$ cat config.mk
export PLATFORM = sky130hd
export DESIGN_NAME = mult_div_unit
export DESIGN_NICKNAME = d
export VERILOG_FILES = /design/src/rtl/mult_div_unit.sv
export SDC_FILE = /design/constraint.sdc
export NUM_CORES = 1
export LEC_CHECK = 0
export CORE_MARGIN = 2
export CORE_UTILIZATION = 53
export CTS_CLUSTER_DIAMETER = 50
export CTS_CLUSTER_SIZE = 8
export DETAILED_ROUTE_END_ITERATION = 10
export PLACE_DENSITY = 0.85
export SLEW_MARGIN = 15
export SYNTH_ARGS = -nofsm -noshare
export SYNTH_HDL_FRONTEND = slang
export SYNTH_SLANG_ARGS = --single-unit
$ cat constraint.sdc
create_clock -name clk -period 3.2 [get_ports clk]
set_clock_uncertainty 0.05 [all_clocks]
set_input_delay 0.32 -clock clk [delete_from_list [all_inputs] [get_ports clk]]
set_output_delay 0.32 -clock clk [all_outputs]
set_load 0.005 [all_outputs]
$ cat src/rtl/mult_div_unit.sv
// Iterative MULT/MULTU/DIV/DIVU unit owning HI/LO, plus single-cycle MTHI/MTLO.
// Optional MDU_FAST_MUL_EN: multiplies skip CALC and use a combinational multiplier.
module mult_div_unit #(
    parameter int WIDTH = 32
) (
    input  logic             clk,
    input  logic             rst,
    input  logic             start,
    input  logic [2:0]       md_op,
    input  logic [WIDTH-1:0] rs_val,
    input  logic [WIDTH-1:0] rt_val,
    output logic             busy,
    output logic             done,
    output logic [WIDTH-1:0] hi,
    output logic [WIDTH-1:0] lo
);

    localparam int CW = (WIDTH > 1) ? $clog2(WIDTH) : 1;

    typedef enum logic [1:0] {
        IDLE,
        CALC,
        FIX
    } state_t;

    state_t state, next_state;

    logic [CW-1:0]      count;
    logic [WIDTH-1:0]   acc_hi;
    logic [WIDTH-1:0]   acc_lo;
    logic [WIDTH-1:0]   operand_b;
    logic               is_div;
    logic               neg_main;
    logic               neg_rem;
    logic               div_zero;

    logic               accept_op;
    logic               signed_op;
    logic               sign_a;
    logic               sign_b;
    logic [WIDTH-1:0]   mag_a;
    logic [WIDTH-1:0]   mag_b;

    logic [WIDTH:0]     mul_sum;
    logic [WIDTH:0]     rem_shift;
    logic [WIDTH:0]     rem_diff;
    logic [2*WIDTH-1:0] mul_next;
    logic [2*WIDTH-1:0] div_next;
    logic [2*WIDTH-1:0] product;
    logic [2*WIDTH-1:0] prod_signed;
    logic [WIDTH-1:0]   quot_fixed;
    logic [WIDTH-1:0]   rem_fixed;
    logic [WIDTH-1:0]   fix_hi;
    logic [WIDTH-1:0]   fix_lo;

    // Signed ops work on magnitudes; the signs are reapplied in FIX.
    always_comb begin
        accept_op = start && (state == IDLE) && (md_op < 3'd4);
        signed_op = ~md_op[0];
        sign_a    = signed_op & rs_val[WIDTH-1];
        sign_b    = signed_op & rt_val[WIDTH-1];
        mag_a     = sign_a ? -rs_val : rs_val;
        mag_b     = sign_b ? -rt_val : rt_val;
    end

    always_ff @(posedge clk) begin
        if (rst) begin
            state <= IDLE;
        end else begin
            state <= next_state;
        end
    end

    always_comb begin
        next_state = state;
        case (state)
            IDLE: begin
                if (accept_op) begin
`ifdef MDU_FAST_MUL_EN
                    next_state = md_op[1] ? CALC : FIX;
`else
                    next_state = CALC;
`endif
                end
            end
            CALC: begin
                if (count == '0) begin
                    next_state = FIX;
                end
            end
            FIX:     next_state = IDLE;
            default: next_state = IDLE;
        endcase
    end

    // {acc_hi, acc_lo} is the product shifting right for multiply, and the
    // remainder:dividend pair shifting left for restoring division.
    always_comb begin
        mul_sum   = {1'b0, acc_hi} + (acc_lo[0] ? {1'b0, operand_b} : {(WIDTH+1){1'b0}});
        mul_next  = {mul_sum, acc_lo[WIDTH-1:1]};
        rem_shift = {acc_hi, acc_lo[WIDTH-1]};
        rem_diff  = rem_shift - {1'b0, operand_b};
        if (rem_diff[WIDTH]) begin
            div_next = {rem_shift[WIDTH-1:0], acc_lo[WIDTH-2:0], 1'b0};
        end else begin
            div_next = {rem_diff[WIDTH-1:0], acc_lo[WIDTH-2:0], 1'b1};
        end
    end

    // A zero divisor leaves the quotient all ones and the remainder equal to
    // |dividend|, so restoring the dividend sign yields rs_val for HI.
    always_comb begin
`ifdef MDU_FAST_MUL_EN
        product = {{WIDTH{1'b0}}, operand_b} * {{WIDTH{1'b0}}, acc_lo};
`else
        product = {acc_hi, acc_lo};
`endif
        prod_signed = neg_main ? -product : product;
        quot_fixed  = neg_main ? -acc_lo : acc_lo;
        rem_fixed   = neg_rem ? -acc_hi : acc_hi;
        if (is_div) begin
            fix_hi = rem_fixed;
            fix_lo = div_zero ? {WIDTH{1'b1}} : quot_fixed;
        end else begin
            fix_hi = prod_signed[2*WIDTH-1:WIDTH];
            fix_lo = prod_signed[WIDTH-1:0];
        end
    end

    always_ff @(posedge clk) begin
        if (rst) begin
            hi        <= '0;
            lo        <= '0;
            busy      <= 1'b0;
            done      <= 1'b0;
            count     <= '0;
            acc_hi    <= '0;
            acc_lo    <= '0;
            operand_b <= '0;
            is_div    <= 1'b0;
            neg_main  <= 1'b0;
            neg_rem   <= 1'b0;
            div_zero  <= 1'b0;
        end else begin
            busy <= (next_state != IDLE);
            done <= (state == FIX);
            case (state)
                IDLE: begin
                    if (accept_op) begin
                        acc_hi    <= '0;
                        acc_lo    <= mag_a;
                        operand_b <= mag_b;
                        is_div    <= md_op[1];
                        neg_main  <= sign_a ^ sign_b;
                        neg_rem   <= sign_a;
                        div_zero  <= (rt_val == '0);
                        count     <= CW'(WIDTH - 1);
                    end else if (start && (md_op == 3'd4)) begin
                        hi <= rs_val;
                    end else if (start && (md_op == 3'd5)) begin
                        lo <= rs_val;
                    end
                end
                CALC: begin
                    {acc_hi, acc_lo} <= is_div ? div_next : mul_next;
                    count            <= count - CW'(1);
                end
                FIX: begin
                    hi <= fix_hi;
                    lo <= fix_lo;
                end
                default: ;
            endcase
        end
    end

endmodule

After elaboration in Yosys (flattened, before gate mapping)
Index checks and enable logic that the tools add are counted.
{"block": "word_totals", "mem_bits_ro": 0, "latch_bits": 0, "memories": 0, "ram_bits": 0, "register_bits": 173, "out_inout_bits": 66}
{"block": "classes", "add_sub_neg": 8, "reduce_logical": 14, "bitwise_logic": 4, "n_lt_le_gt_ge": 1, "n_eq_ne": 9, "n_shift": 0, "n_mul": 0, "n_div": 0, "mux": 27}
{"operator": "$mux W32", "n": 15}
{"operator": "$pmux W32 S2", "n": 4}
{"operator": "$mux W64", "n": 3}
{"operator": "$neg A32 Y32", "n": 4}
{"operator": "$neg A64 Y64", "n": 1}
{"operator": "$add A32 B32 Y33", "n": 1}
{"operator": "$sub A33 B32 Y33", "n": 1}
{"operator": "$logic_not A32 Y1", "n": 1}
{"operator": "$pmux W5 S2", "n": 1}
{"operator": "$eq A3 B3 Y1 const B", "n": 2}
{"operator": "$ne A2 B2 Y1 const B", "n": 3}
{"operator": "$reduce_bool A2 Y1", "n": 3}
{"operator": "$logic_not A5 Y1", "n": 1}
{"operator": "$mux W5", "n": 1}
{"operator": "$sub A5 B1 Y5 const B", "n": 1}
{"operator": "$logic_and A1 B1 Y1", "n": 4}
{"operator": "$mux W2", "n": 2}
{"operator": "$ne A2 B1 Y1 const B", "n": 2}
{"operator": "$pmux W2 S2", "n": 1}
{"operator": "$reduce_and A2 Y1", "n": 2}
{"operator": "$reduce_and A4 Y1", "n": 1}
{"operator": "$lt A3 B3 Y1 const B", "n": 1}
{"operator": "$reduce_and A3 Y1", "n": 1}
{"operator": "$and A1 B1 Y1", "n": 2}
{"operator": "5 further kinds", "n": 5}

Logic depth before layout (Yosys ltp)
{"block": "depth", "ltp_word": 6, "mapped_depth": 15, "ltp_nobuf": 14}

Worst setup path before layout
OpenSTA, ideal clock, no wires.
{"block": "synth_timing", "kind": "register to register", "from": "register acc_lo[0]", "to": "register acc_hi[30]", "synth_period_minus_slack_ns": 3.123, "t_arrival_ns": 2.977, "path_slack_ns": 0.077, "path_buffers": 1, "stages_incl_launch_ff": 15, "cell_sequence": "dfxtp_1 > inv_1 > buf_1 > nor2_1 > ha_1 > a21o_1 > nand3_1 > a21oi_1 > o41a_1 > a41oi_2 > o21ai_1 > a221oi_1 > xnor2_1 > nor2_1 > o41ai_2"}
{"block": "synth_between", "elab_chain_len": 4}
{"element": "start, declared", "line": "30", "source": "logic [WIDTH-1:0] acc_lo;"}
{"element": "start signal, assigned", "line": "151", "source": "acc_lo <= mag_a;"}
{"element": "start signal, assigned", "line": "165", "source": "{acc_hi, acc_lo} <= is_div ? div_next : mul_next;"}
{"element": "$mux W32", "line": "99", "source": "mul_sum = {1'b0, acc_hi} + (acc_lo[0] ? {1'b0, operand_b} : {(WIDTH+1){1'b0}});"}
{"element": "$add A32 B32 Y33", "line": "99"}
{"element": "$mux W64", "line": "165"}
{"element": "$pmux W32 S2", "line": "147", "source": "case (state)"}
{"element": "end signal, assigned", "line": "165"}
{"element": "end, declared", "line": "29", "source": "logic [WIDTH-1:0] acc_hi;"}
No other way between the ends.
A chain may end at the register's enable or synchronous reset.

Worst setup path in the final report
{"block": "layout_timing", "from": "register operand_b[17]", "to": "register acc_hi[14]"}
{"block": "layout_between", "elab_chain_len": 4}
{"element": "start, declared", "line": "31", "source": "logic [WIDTH-1:0] operand_b;"}
{"element": "start signal, assigned", "line": "152", "source": "operand_b <= mag_b;"}
{"element": "$sub A33 B32 Y33", "line": "102", "source": "rem_diff = rem_shift - {1'b0, operand_b};"}
{"element": "$mux W64", "line": "103", "source": "if (rem_diff[WIDTH]) begin"}
{"element": "$mux W64", "line": "165"}
{"element": "$pmux W32 S2", "line": "147"}
No other way between the ends.

==> results.toml <==
[power_and_ir_drop]
vdd_drop_max_v = 0.000291
p_per_area_nw_per_um2 = 394
switching_share_pct = 36.2
seqPwrFrac_pct = 35.6
combinationalPowerShare_pct = 32.2
p_int_mw = 4.38
p_leak_nw = 6.79
p_clk_share_pct = 32.2
switching_power_mw = 2.49
power_mw = 6.87

[detailed_routing]
routedWlPerCell_um = 20.9
wl_met3_mm = 5.04
drtIter0Drc = 1803
num_vias = 15467
wl_met2_mm = 22.7
drt_wl_total_mm = 49.7
antenna_left = 0
top_layer = "met4"
drt-pass1-iter-count = 6
wl_met1_mm = 19.1
route.detailed.drc = 0
avgViaCountPerCell = 6.49

[critical_path]
cp-startpoint = "operand_b[17]$_SDFFE_PP0P_"
path_class = "flop to flop"
r2r_setup_slack_ns = 0.01
cp_data_required_time_ns = 3.50
r2r_cells = 14
r2r-start = "operand_b[17]$_SDFFE_PP0P_"
critPathLaunchType = "flop"
reg2reg_to = "acc_hi[14]$_SDFFE_PP0P_"
cp.arrival_ns = 3.49
crit_path_end_kind = "flop"
crit_fanout = 7

[yosys]
ys_types = 86
synthFlopType = "dfxtp_1"
avgSynthCellArea_sq_um = 7.52
synth.top_cell.area_share_pct = 25.1
synth_simple_gate_area_share_pct = 20.0
syn_inst = 1836
synth_top_family_by_area = "compound AO/OA/AOI/OAI gates"
synth_mux_area_share_pct = 3.71
synthXorXnorAreaFrac_pct = 10.2
synth-compound-area-share_pct = 28.6
async_reset_ff_share_pct = 0
synth_area_leaders = "dfxtp_1, xnor2_1, ha_1, a21oi_1, nor2_1"
syn_area_sq_um = 13800
synth_edf_count = 0
ys_seq_area_share_pct = 25.1
syn-num-nets = 1977
ys_seq_elements = 173
yosys.area.top_type = "dfxtp_1"
yosysMostFrequentCell = "nor2_1"
synth_fa_ha_area_share_pct = 6.55
yosysWarnings = 0
synth_common_cells = "nor2_1, dfxtp_1, a21oi_1"

[placed_design]
port_buffers = 135
dp_hpwl_mm = 36.3
place_congestion = 1.01
place_ws_ns = -0.264
dp_cells = 2328

[clock_network]
clk_latency_ns = 0.46
cts-hold-fix-buffers = 0
clock_path_buffers = 2
cts_tree = "yes"
cts_made_buffers = 17
cts_sinks = 173
cts_root_buf = "clkbuf_16"
path_clk_slew_ns = 0.08
htreeDepth = 4

[layout]
antenna_cells = 0
final_cells = 2382
nNetsFinal = 2176
drive_gt1_share_pct = 15.4
syn2layout_area_growth_pct = 26.4
utilization_pct = 67.5
fill_cells = 2060

[floorplanning]
die_w_um = 165
rows = 59
ios = 136
start_util_pct = 53.4
coreArea_sq_um = 25800
die_area_sq_um = 27300
die_y_um = 165

[grt]
grt_max_degree = 71
grt_pass1_vias = 14520
grt-ovfl-total = 0
antenna_found_initial = 0
grt.total_usage_pct = 34.9
grt_pass1_wl_mm = 75.5

[worst_hold_path]
hp-class = "input pin to flop"
hold_depth = 2
worstHoldEndpoint = "count[0]$_SDFFE_PP0P_"
hp-start = "rst"

[timing]
drv_slew = 0
relSlewSlack_pct = 16.4
hold_violations = 0
post-route-period-util_pct = 99.6
rsz0062_at_grt = "yes"
holdWs_ns = 0.247
setup_ws_ns = 0.0116
worst_slew_pin_slew_ns = 1.25
setup_viol = 0
finalCriticalPeriod_ns = 3.19
fmax_mhz = 314

[run]
maxCapViolCount = 0

[status]
status = "completed"
placed cells by master (no fill, tap or decap), types with 13 or more instances in the layout:
master and count:
xnor2_1 102, inv_1 65, nor3_1 39, o21ai_1 19
or3_1 22, dfxtp_1 165, nand3_1 23, o21ai_0 96
a211oi_1 92, clkdlybuf4s50_1 134, a21oi_1 165, a21o_1 31
xor2_1 57, ha_1 60, nand2b_1 16, o221ai_1 27
mux2i_1 49, nor2_1 217, buf_4 165, clkbuf_16 18
nor4_1 13, a31oi_1 15, a311oi_1 17, nand2_1 165
worst max path at each step:
stage               depth (start not counted)                 endpoint
floorplan                                  14  acc_hi[30]$_SDFFE_PP0P_
global placement                           14  acc_hi[26]$_SDFFE_PP0P_
detailed placement                         14  acc_hi[26]$_SDFFE_PP0P_
CTS                                        15  acc_hi[31]$_SDFFE_PP0P_
global route                               14  acc_hi[27]$_SDFFE_PP0P_
finish                                     14  acc_hi[14]$_SDFFE_PP0P_
cell families (layout without fill, tap and decap cells):
family,after synthesis,after routing
simple gates,583,583
xor+xnor,160,160
buf+inv,200,411
compound gates,598,598
flops,173,173
mux,51,51
fa+ha+maj,71,71
final cells by class:
class                           count  area, sq um  share of cell area (%)
Clock buffer                       17          425                    2.44
Inverter                           71          274                    1.57
Sequential cell                   173         3480                    19.9
Multi-Input combinational cell   1463         9910                    56.8
Tap cell                          335          419                    2.40
Timing Repair Buffer              309         2770                    15.9
Clock inverter                     14          176                    1.01
power by group through the flow:
| stage | logic, mW | registers, mW | clock network, mW |
|---|---|---|---|
| after floorplan | 1.29 | 2.43 | 0 |
| after global placement | 1.94 | 2.48 | 0 |
| after detailed placement | 1.99 | 2.48 | 0 |
| after CTS | 2.03 | 2.43 | 2.20 |
| after global routing | 2.36 | 2.46 | 2.29 |
| final | 2.21 | 2.44 | 2.21 |
registers in the layout, summed over array words and instances, names as in the netlist:
| name | count |
|---|---|
| acc_lo | 32 |
| neg_rem | 1 |
| lo | 32 |
| count | 5 |
| neg_main | 1 |
| div_zero | 1 |
| state | 2 |
| is_div | 1 |
| busy | 1 |
| hi | 32 |
| operand_b | 32 |
| done | 1 |
| acc_hi | 32 |
per-stage QoR:
stage,cell area (sq um),setup TNS [ns]
5_1_grt,17400,-0.980
6_report,17400,0
3_5_place_dp,16200,-1.04
3_3_place_gp,16200,-0.427
2_1_floorplan,13800,0
4_1_cts,16900,0
critical path, cell delays in order (launching register included):
cell and delay, ns:
dfxtp_1 0.33, inv_1 0.06, ha_1 0.41, nand4_1 0.24
nor4_2 0.20, buf_4 0.15, nor2b_1 0.05, a32oi_2 0.31
a31oi_4 0.16, xnor2_4 0.34, buf_12 0.15, buf_12 0.11
mux2i_1 0.18, nor2_1 0.07, a221o_1 0.26
routing by layer:
layer | up-vias | global-route usage, %
met5 | - | 0
met4 | 0 | 19.0
met3 | 229 | 6.44
met2 | 998 | 57.9
met1 | 7182 | 42.9
li1 | 7058 | -
timing repair:
action	CTS	global route
setup endpoints to repair	8	35
resized for setup	18	81
cloned	1	1
pin swaps	5	41
setup buffers	0	21
(Power assumes the default switching activity.)
